<file path="src/rtl/axil_log_packer.sv">
// Packs AXI-Lite recorder log bodies and log-end bitmaps into 64-bit stream
// packets: one header beat followed by zero to two payload beats.
module axil_log_packer #(
  parameter int AW_WIDTH = 32,
  parameter int W_WIDTH  = 36,
  parameter int AR_WIDTH = 32
) (
  input  logic                                  clk,
  input  logic                                  rstn,
  input  logic [2:0]                            logb_valid,
  input  logic [AW_WIDTH+W_WIDTH+AR_WIDTH-1:0]  logb_data,
  input  logic [4:0]                            loge_valid,
  output logic                                  ready,
  output logic                                  out_valid,
  output logic [63:0]                           out_data,
  output logic                                  out_last,
  input  logic                                  out_ready,
  output logic [31:0]                           pkt_cnt
);

  localparam int TOT_W = AW_WIDTH + W_WIDTH + AR_WIDTH;

  typedef enum logic [1:0] {IDLE, HDR, PAY0, PAY1} state_e;

  state_e       state_q, state_d;
  logic [2:0]   logb_q;
  logic [4:0]   loge_q;
  logic [1:0]   beats_q;
  logic [127:0] pay_q;
  logic [31:0]  cnt_q;

  logic         accept;
  logic         beat_hs;
  logic         last_hs;

  // Present bodies are packed back to back from bit 0 in AW, W, AR order.
  function automatic logic [127:0] pack_body(input logic [2:0] v,
                                             input logic [TOT_W-1:0] d);
    logic [127:0] acc;
    logic [7:0]   off;
    acc = '0;
    off = '0;
    if (v[0]) begin
      acc = acc | (128'(d[AW_WIDTH-1:0]) << off);
      off = off + 8'(AW_WIDTH);
    end
    if (v[1]) begin
      acc = acc | (128'(d[AW_WIDTH+W_WIDTH-1:AW_WIDTH]) << off);
      off = off + 8'(W_WIDTH);
    end
    if (v[2]) begin
      acc = acc | (128'(d[TOT_W-1:AW_WIDTH+W_WIDTH]) << off);
    end
    return acc;
  endfunction

  function automatic logic [1:0] beat_count(input logic [2:0] v);
    logic [7:0] bits;
    bits = (v[0] ? 8'(AW_WIDTH) : 8'd0) +
           (v[1] ? 8'(W_WIDTH)  : 8'd0) +
           (v[2] ? 8'(AR_WIDTH) : 8'd0);
    return 2'((bits + 8'd63) >> 6);
  endfunction

  assign beat_hs = out_valid && out_ready;
  assign last_hs = beat_hs && out_last;
  assign ready   = rstn && ((state_q == IDLE) || last_hs);
  assign accept  = ready && ((|logb_valid) || (|loge_valid));

  always_comb begin
    state_d   = state_q;
    out_valid = 1'b0;
    out_last  = 1'b0;
    out_data  = '0;
    case (state_q)
      IDLE: begin
        if (accept) state_d = HDR;
      end
      HDR: begin
        out_valid = 1'b1;
        out_last  = (beats_q == 2'd0);
        out_data  = {48'd0, 6'd0, beats_q, loge_q, logb_q};
        if (beat_hs && beats_q != 2'd0) state_d = PAY0;
      end
      PAY0: begin
        out_valid = 1'b1;
        out_last  = (beats_q != 2'd2);
        out_data  = pay_q[63:0];
        if (beat_hs && beats_q == 2'd2) state_d = PAY1;
      end
      PAY1: begin
        out_valid = 1'b1;
        out_last  = 1'b1;
        out_data  = pay_q[127:64];
      end
      default: state_d = IDLE;
    endcase
    // Packet end: chain straight into the next header when a new log is taken.
    if (state_q != IDLE && last_hs) state_d = accept ? HDR : IDLE;
  end

  always_ff @(posedge clk or negedge rstn) begin
    if (!rstn) begin
      state_q <= IDLE;
      logb_q  <= '0;
      loge_q  <= '0;
      beats_q <= '0;
      pay_q   <= '0;
      cnt_q   <= '0;
    end else begin
      state_q <= state_d;
      if (accept) begin
        logb_q  <= logb_valid;
        loge_q  <= loge_valid;
        beats_q <= beat_count(logb_valid);
        pay_q   <= pack_body(logb_valid, logb_data);
      end
      if (last_hs) cnt_q <= cnt_q + 32'd1;
    end
  end

  assign pkt_cnt = cnt_q;

endmodule

</file>
<file path="config.mk">
export PLATFORM = sky130hd
export DESIGN_NAME = axil_log_packer
export DESIGN_NICKNAME = d
export VERILOG_FILES = /design/src/rtl/axil_log_packer.sv
export SDC_FILE = /design/constraint.sdc
export NUM_CORES = 1
export LEC_CHECK = 0
export BUFFER_PORTS_ARGS = -buffer_cell sky130_fd_sc_hd__buf_4
export CAP_MARGIN = 20
export CORE_UTILIZATION = 45
export DETAILED_ROUTE_END_ITERATION = 16
export PLACE_DENSITY = 0.66
export SYNTH_ARGS = -nofsm -noshare
export SYNTH_HDL_FRONTEND = slang
export SYNTH_SLANG_ARGS = --single-unit
</file>
<file path="constraint.sdc">
create_clock -name clk -period 2.69 [get_ports clk]
set_clock_uncertainty 0.15 [all_clocks]
set_input_delay 0.538 -clock clk [delete_from_list [all_inputs] [get_ports clk]]
set_output_delay 0.538 -clock clk [all_outputs]
set_load 0.01 [all_outputs]
</file>
==> results of run 1 <==
==> layout make-up <==
cell class / count / area [um2] / share of cell area (%)
clock inverters: 13 / 163.9 / 1.350
multi-input cells: 705 / 4516 / 37.18
clock buffers: 19 / 452.9 / 3.730
inverters: 16 / 60.06 / 0.4945
flip-flops and latches: 172 / 4304 / 35.44
well taps: 265 / 331.6 / 2.730
repair buffers: 276 / 2316 / 19.07
==> registers in the layout (all words and copies together), names as in the netlist <==
| name | cells |
|---|---|
| beats_q | 2 |
| state_q | 2 |
| pay_q | 128 |
| loge_q | 5 |
| pkt_cnt | 32 |
| logb_q | 3 |
==> layer usage <==
metal | share of wire, % | up-vias
li1 | - | 3955
met1 | 43 | 4253
met2 | 47 | 381
met3 | 7.6 | 43
met4 | 2.1 | 0
met5 | 0 | -
==> worst min path at each step <==
stage	start	to	depth (start not counted)
finish	rstn	pay_q[32]	2
global route	rstn	pay_q[96]	2
CTS	rstn	pay_q[31]	2
detailed placement	pay_q[17]	pay_q[17]	2
global placement	pay_q[110]	pay_q[110]	2
floorplan	rstn	beats_q[0]	0
==> metrics by stage <==
stage	setup WS [ns]	instances	power [mW]	setup TNS [ns]	hold slack, ns
after floorplan	0.02875	971	6.625	0	0.09241
after global placement	0.1342	1417	8.721	0	0.3112
final	-0.02322	1466	11.89	-0.02322	0.01987
after CTS	-0.04822	1457	11.71	-0.1915	0.04431
after global routing	-0.1436	1466	12.61	-0.5641	0.07391
after detailed placement	0.06336	1418	8.799	0	0.3194
==> logic make-up (layout without fill, tap and decap cells) <==
group,Yosys count,after routing
AND/OR/NAND/NOR,345,345
adder cells (fa/ha/maj),12,12
XOR/XNOR,32,32
AO/OA/AOI/OAI,255,255
flip-flops,172,172
buffers and inverters,94,324
multiplexers,61,61
==> report_power, final <==
| part | switching (mW) | internal [mW] | leakage (nW) |
|---|---|---|---|
| Combinational | 2.96 | 2.46 | 3.21 |
| Clock | 1.08 | 1.52 | 0.288 |
| Sequential | 0.507 | 3.36 | 2.22 |
| Total | 4.55 | 7.34 | 5.72 |
==> cell usage in the layout (no fill, tap or decap), types with 3 or more instances in the layout <==
| master | synthesis | final |
|---|---|---|
| a21oi_1 | 6 | 5 |
| a22oi_1 | 58 | 54 |
| and3_1 | 9 | 9 |
| bufinv_16 | 0 | 3 |
| a31oi_1 | 4 | 4 |
| a221oi_1 | 32 | 32 |
| buf_12 | 0 | 15 |
| a22o_1 | 9 | 9 |
| ha_1 | 12 | 8 |
| mux2_2 | 29 | 29 |
| nand3_1 | 14 | 14 |
| clkbuf_16 | 0 | 18 |
| nor2_1 | 148 | 145 |
| a222oi_1 | 38 | 38 |
| xor2_1 | 15 | 15 |
| and4_1 | 3 | 3 |
| a22oi_2 | 0 | 4 |
| inv_1 | 16 | 15 |
| nor3_2 | 3 | 3 |
| buf_6 | 7 | 3 |
| o21ai_1 | 17 | 17 |
| nor4_1 | 4 | 4 |
| and2_1 | 8 | 7 |
| nor3_1 | 7 | 7 |
| mux2i_1 | 32 | 32 |
| clkinvlp_4 | 0 | 5 |
| nand2_1 | 128 | 128 |
| nor2_2 | 0 | 3 |
| nor2b_1 | 5 | 4 |
| xnor2_1 | 17 | 17 |
| buf_4 | 1 | 255 |
| dfrtp_1 | 172 | 172 |
| nand4_1 | 7 | 7 |
| o21ai_0 | 78 | 78 |
==> what timing repair did <==
action | CTS | global route
resized for setup | 16 | 13
setup buffers | 6 | 8
pin swaps | 9 | 16
hold buffers | 0 | 0
endpoints found under the setup margin | 58 | 56
cloned | 1 | 1
==> key figures, run 1 <==
Outcome
  • Run status: finished, violations left
  • Failing checks: negative setup slack

Floorplanning
  • Die H: 144.6 um
  • I/O pins: 210
  • Overall die width: 144.6 um
  • Std cell rows: 51
  • Die area: 20900 um2
  • Core area: 19720 um2
  • Starting Density: 46.38%

Critical path
  • Crit. Startpoint: state_q[1]
  • R2R cell count: 9
  • Crit-path most repeated cell: buf_4
  • Worst reg2reg path startpoint: state_q[1]
  • Worst path buffer plus inverter count: 4
  • Slack of the worst reg-to-reg path: ~0.16 ns
  • Worst R2R End: pay_q[1]
  • Worst setup path endpoint: ready
  • Crit. path cell count: 8
  • Family with the most delay on the worst path: buffers and inverters
  • Critical-path cell list: buf_4 -> ha_4 -> buf_4 -> o221ai_2 -> buf_4 -> nand2_1 -> and2_4 -> buf_4
  • Crit path DAT: 2.03 ns
  • Critical path required time: ~2.0 ns
  • CP max-delay cell: dfrtp_1
  • Type of origin of the critical path: flip-flop
  • CP endpoint kind: output pin
  • Largest stage delay, worst path: 0.40 ns
  • Crit Path Max Fanout: 5
  • Crit Path Category: flip-flop to output pin

STA
  • Fmax: 368.6 MHz
  • Final critical-path required period: about 2.7 ns
  • Setup ws final: -0.02322 ns
  • Worst slew margin: 49.28%
  • Hold Violations, Final: 0
  • RSZ-0062 raised after global routing: yes
  • Fin crit share: 100.9%
  • Setup Viol. Count Final: 1
  • Measured slew at the worst slew-check pin: about 0.76 ns
  • Max-slew violation count: 0

Drt
  • Total number of vias: 8632
  • Post-Route WL: 29630 um
  • Antenna Nets Post-Route: 0
  • Remaining DRCs: 0
  • DR vias/cell: 5.888
  • WL per Instance: 20.21 um
  • First-pass DRT Iterations: 9
  • Starting DRT DRC Count: 1113

Yosys
  • Post-synth top cells: dfrtp_1, nor2_1, nand2_1
  • Mean post-synth cell area: 9.418 um2
  • Post-Synth Adder-Cell Area: 1.642%
  • Synth cell types: 52
  • Syn Nets: 1094
  • Ys Warns: 0
  • Synth Area in Compound Gates: around 20%
  • Synth top area share: 47.07%
  • Synth area leader: dfrtp_1
  • Synthesized cell area: ~9000 um2
  • Main combinational cell family by area after synthesis: compound AO/OA/AOI/OAI gates
  • Ys async rst share: 100.0%
  • Most used standard cell by instance count after synthesis: dfrtp_1
  • Post-synth EDFFs: 0
  • Syn Inst Count: 971
  • Flops & latches, synth: ~170
  • Simple-Gate Fraction of Synth Area: 16.35%
  • Post-synthesis sequential area ratio: around 47%
  • Synth area leaders: dfrtp_1, nor2_1, nand2_1
  • Ys flop type: dfrtp_1
  • Mux share of post-synthesis cell area: just over 7%
  • Post-Synth XOR/XNOR Area: 3.065%

Placement
  • Final GP Congestion: 0.8344
  • Placed cell areas: 11210 um2
  • Port bufs: 209
  • HPWL Detailed: around 20000 um

Clocking
  • Skew-Pair Late Insertion Delay: 0.43 ns
  • Clk pin slew, worst setup/hold paths: 0.07 ns
  • Num CTS Buffers: 17
  • CTS tree: built
  • H-tree depth: 4
  • Deepest clock path buffer count: 2
  • Root Buffer Master: clkbuf_16
  • Clock Sinks: 172

GRT
  • M1 GR Usage: between 40% and 50%
  • GR Util All Layers: 29.16%
  • First-pass GRT wire length: about 46000 um
  • Initial antenna violation count: 0
  • Met3 usage: about 5.4%
  • Largest net degree at the start of global routing: 94
  • Met2 track demand over resource: approximately 45%
  • GRT overflow: 0
  • Gr busiest metal: met2
  • Number of global-route vias before repair: 8428

Finish
  • Filler cells: roughly 1700
  • Final instance area: around 12000 um2
  • Share of cells above drive strength 1: 30.31%
  • Area growth from synthesis to layout: 32.79%
  • Final Core Density: ~60%
  • Nets: 1311
  • N_diodes: 0

Pwr
  • IR drop worst, VDD: roughly 0.46 mV
  • Leak: 5.718 nW
  • Pwr dens: 979.4 nW/um2

Job
  • Max_cap viols: 0

Worst hold path
  • Worst Hold Class: primary input to async pin
(Power assumes the default switching activity.)
==> run 2, diff against run 1 <==
Settings changed: CELL_PAD_IN_SITES_DETAIL_PLACEMENT set to 1, CELL_PAD_IN_SITES_GLOBAL_PLACEMENT set to 1, CORE_UTILIZATION 45 to 41, CTS_CLUSTER_DIAMETER set to 120, PLACE_DENSITY 0.66 to 0.78.
==> run 2 against run 1 <==
  * The run still ends with negative setup slack left
  * Non-clock buffer count shrank 17
  * Combinational power shrank 1%
  * Sequential power grew 1%
  * Routed wire length grew 12%
  * Critical path depth shrank 1
  * Via count grew 1.6%
  * Cell count is the same
  * Count of clock-buffer cells in the layout shrank 1
  * First-iteration DRC count shrank 37%
==> key figures, run 2 (synthesis results as in run 1) <==
Clocking
  • Skew-Pair Late Insertion Delay: 0.43 ns (about the same)
  • Num CTS Buffers: 17 (unchanged)
  • Clk pin slew, worst setup/hold paths: 0.07 ns (about the same)
  • CTS tree: built
  • Root Buffer Master: clkbuf_16
  • H-tree depth: 4 (unchanged)
  • Deepest clock path buffer count: 2 (unchanged)
  • Clock Sinks: 172 (unchanged)

Drt
  • Post-Route WL: 33090 um (+12%)
  • Remaining DRCs: 0 (unchanged)
  • Total number of vias: 8768 (+1.6%)
  • DR vias/cell: 5.981 (+1.6%)
  • First-pass DRT Iterations: 7 (-2)
  • WL per Instance: 22.57 um (+12%)
  • Antenna Nets Post-Route: 0 (unchanged)
  • Starting DRT DRC Count: 697 (-37%)

Finish
  • Most frequent cells in the layout: buf_4, dfrtp_1, nor2_1
  • Final Instance Count excl. Fillers: 1466 (unchanged)
  • Most flop-heavy register: pay_q
  • Area growth from synthesis to layout: 31.54%
  • Largest register FFs: 128 (unchanged)
  • Share of cells above drive strength 1: 29.73% (-0.58 points)
  • Nets: 1294 (-1.3%)
  • Most common cell after layout, fill and taps aside: buf_4

Critical path
  • Crit Path Max Fanout: 3 (-2)
  • Largest stage delay, worst path: 0.44 ns (+0.04 ns)
  • Critical-path cell list: buf_4 -> ha_2 -> nor2b_1 -> o221ai_2 -> nand2_1 -> and2_4 -> buf_4
  • CP max-delay cell: dfrtp_2
  • Crit-path most repeated cell: buf_4
  • CP endpoint kind: output pin
  • Crit Path Category: flip-flop to output pin
  • Type of origin of the critical path: flip-flop
  • Critical path required time: 2.00 ns (about the same)
  • Crit path DAT: 2.05 ns (+0.02 ns)

STA
  • Setup ws final: -0.04539 ns (-0.02217 ns)
  • Measured slew at the worst slew-check pin: 0.8061 ns (+0.04700 ns)
  • Fmax: 365.6 MHz (-0.81%)
  • Worst slew margin: 45.90% (-3.4 points)
  • Fin crit share: 101.7% (+0.82 points)
  • Max-slew violation count: 0 (unchanged)
  • Final critical-path required period: 2.735 ns (+0.02217 ns)
  • Hold Violations, Final: 0 (unchanged)
  • Setup Viol. Count Final: 2 (+1)
  • RSZ-0062 raised after global routing: yes

GRT
  • Number of global-route vias before repair: 9032 (+7.2%)
  • First-pass GRT wire length: 50230 um (+9.2%)
  • Initial antenna violation count: 2 (+2)
  • Gr busiest metal: met2
  • GRT overflow: 0 (unchanged)
  • Met2 track demand over resource: 46.74% (+1.7 points)
  • Largest net degree at the start of global routing: 65 (-31%)
  • Met3 usage: 4.669% (-0.76 points)
  • M1 GR Usage: 38.61% (-2.0 points)
  • GR Util All Layers: 29.00% (-0.16 points)

Pwr
  • Pwr dens: 998.2 nW/um2 (+1.9%)
  • Total Power: 12.01 mW (+0.95%)
  • Leak: 5.641 nW (-1.4%)
  • IR drop worst, VDD: 0.4396 mV (-5.4%)

Floorplanning
  • Core area: 21820 um2 (+11%)
  • Die H: 151.4 um (+4.7%)
  • Overall die width: 151.4 um (+4.7%)
  • I/O pins: 210 (unchanged)
  • Starting Density: 41.90% (-4.5 points)
  • Std cell rows: 54 (+5.9%)
  • Die area: 22910 um2 (+9.6%)

Placement
  • Port bufs: 209 (unchanged)
  • HPWL Detailed: 21940 um (+9.8%)
  • Cell Count Post-Placement: 1418 (unchanged)
  • Final GP Congestion: 0.8332 (-0.14%)

Outcome
  • Failing checks: negative setup slack
  • Run status: finished, violations left

Worst hold path
  • Worst Hold Class: primary input to async pin

Job
  • Max_cap viols: 0 (unchanged)
[run 2: path summary, 6_finish.rpt]
| path | start | endpoint | slack [ns] | cells past startpoint |
|---|---|---|---|---|
| max reg2reg | state_q[1] | pay_q[41] | 0.02 | 10 |
| max | state_q[0] | ready | -0.05 | 7 |
| min reg2reg | pay_q[5] | pay_q[5] | 0.34 | 2 |
| min | rstn | loge_q[0] | 0.06 | 2 |
| min in group clk | loge_valid[0] | loge_q[0] | 0.16 | 3 |
| max in group asynchronous | rstn | pay_q[82] | 1.28 | 3 |
[run 2: routing by layer]
layer  routed length (um)  vias up  part of all wire, %
met1                13910     4402                   42
li1                     -     3929                    -
met4                 1073        0                  3.2
met2                15910      370                   48
met5                    0        -                    0
met3                 2205       67                  6.7
[run 2: worst max-delay path: cells and delay by family (launching register included)]
family	cells	cell delay (ns)
adder cells (fa/ha/maj)	1	0.19
flip-flops	1	0.44
AND/OR/NAND/NOR	3	0.49
AO/OA/AOI/OAI	1	0.21
buffers and inverters	2	0.30
[run 2: area by class of cell]
| type | instances | area (um2) |
|---|---|---|
| Inverter | 16 | 62.56 |
| Sequential cell | 172 | 4307 |
| Antenna cell | 2 | 5.005 |
| Tap cell | 280 | 350.3 |
| Fill cell | 2487 | 9794 |
| Multi-Input combinational cell | 705 | 4526 |
| Clock buffer | 18 | 439.2 |
| Clock inverter | 14 | 206.4 |
| Timing Repair Buffer | 259 | 2133 |
[run 2: timing repair]
| item | 4_1_cts | 5_1_grt |
|---|---|---|
| setup endpoints to repair | 52 | 33 |
| hold buffers | 0 | 0 |
| pin swaps | 5 | 5 |
| cloned | 1 | 1 |
| setup buffers | 4 | 8 |
| gates resized for setup | 16 | 15 |
[run 2: power by group]
| group | internal, mW | switching [mW] |
|---|---|---|
| registers | 3.36 | 0.544 |
| logic | 2.30 | 3.06 |
| clock network | 1.60 | 1.13 |
[run 2: metrics by stage]
step	instance area, um2	worst slack, ns	setup TNS [ns]	util, %	hold WS [ns]
finish	12030	-0.04539	-0.08061	55.12	0.06313
global route	12030	-0.06942	-1.083	55.11	0.09598
CTS	11870	0.002008	0	54.39	0.07376
detailed placement	11100	0.06830	0	50.87	0.3196
global placement	11100	0.1882	0	50.87	0.3124
floorplan	9145	0.02875	0	-	0.09241
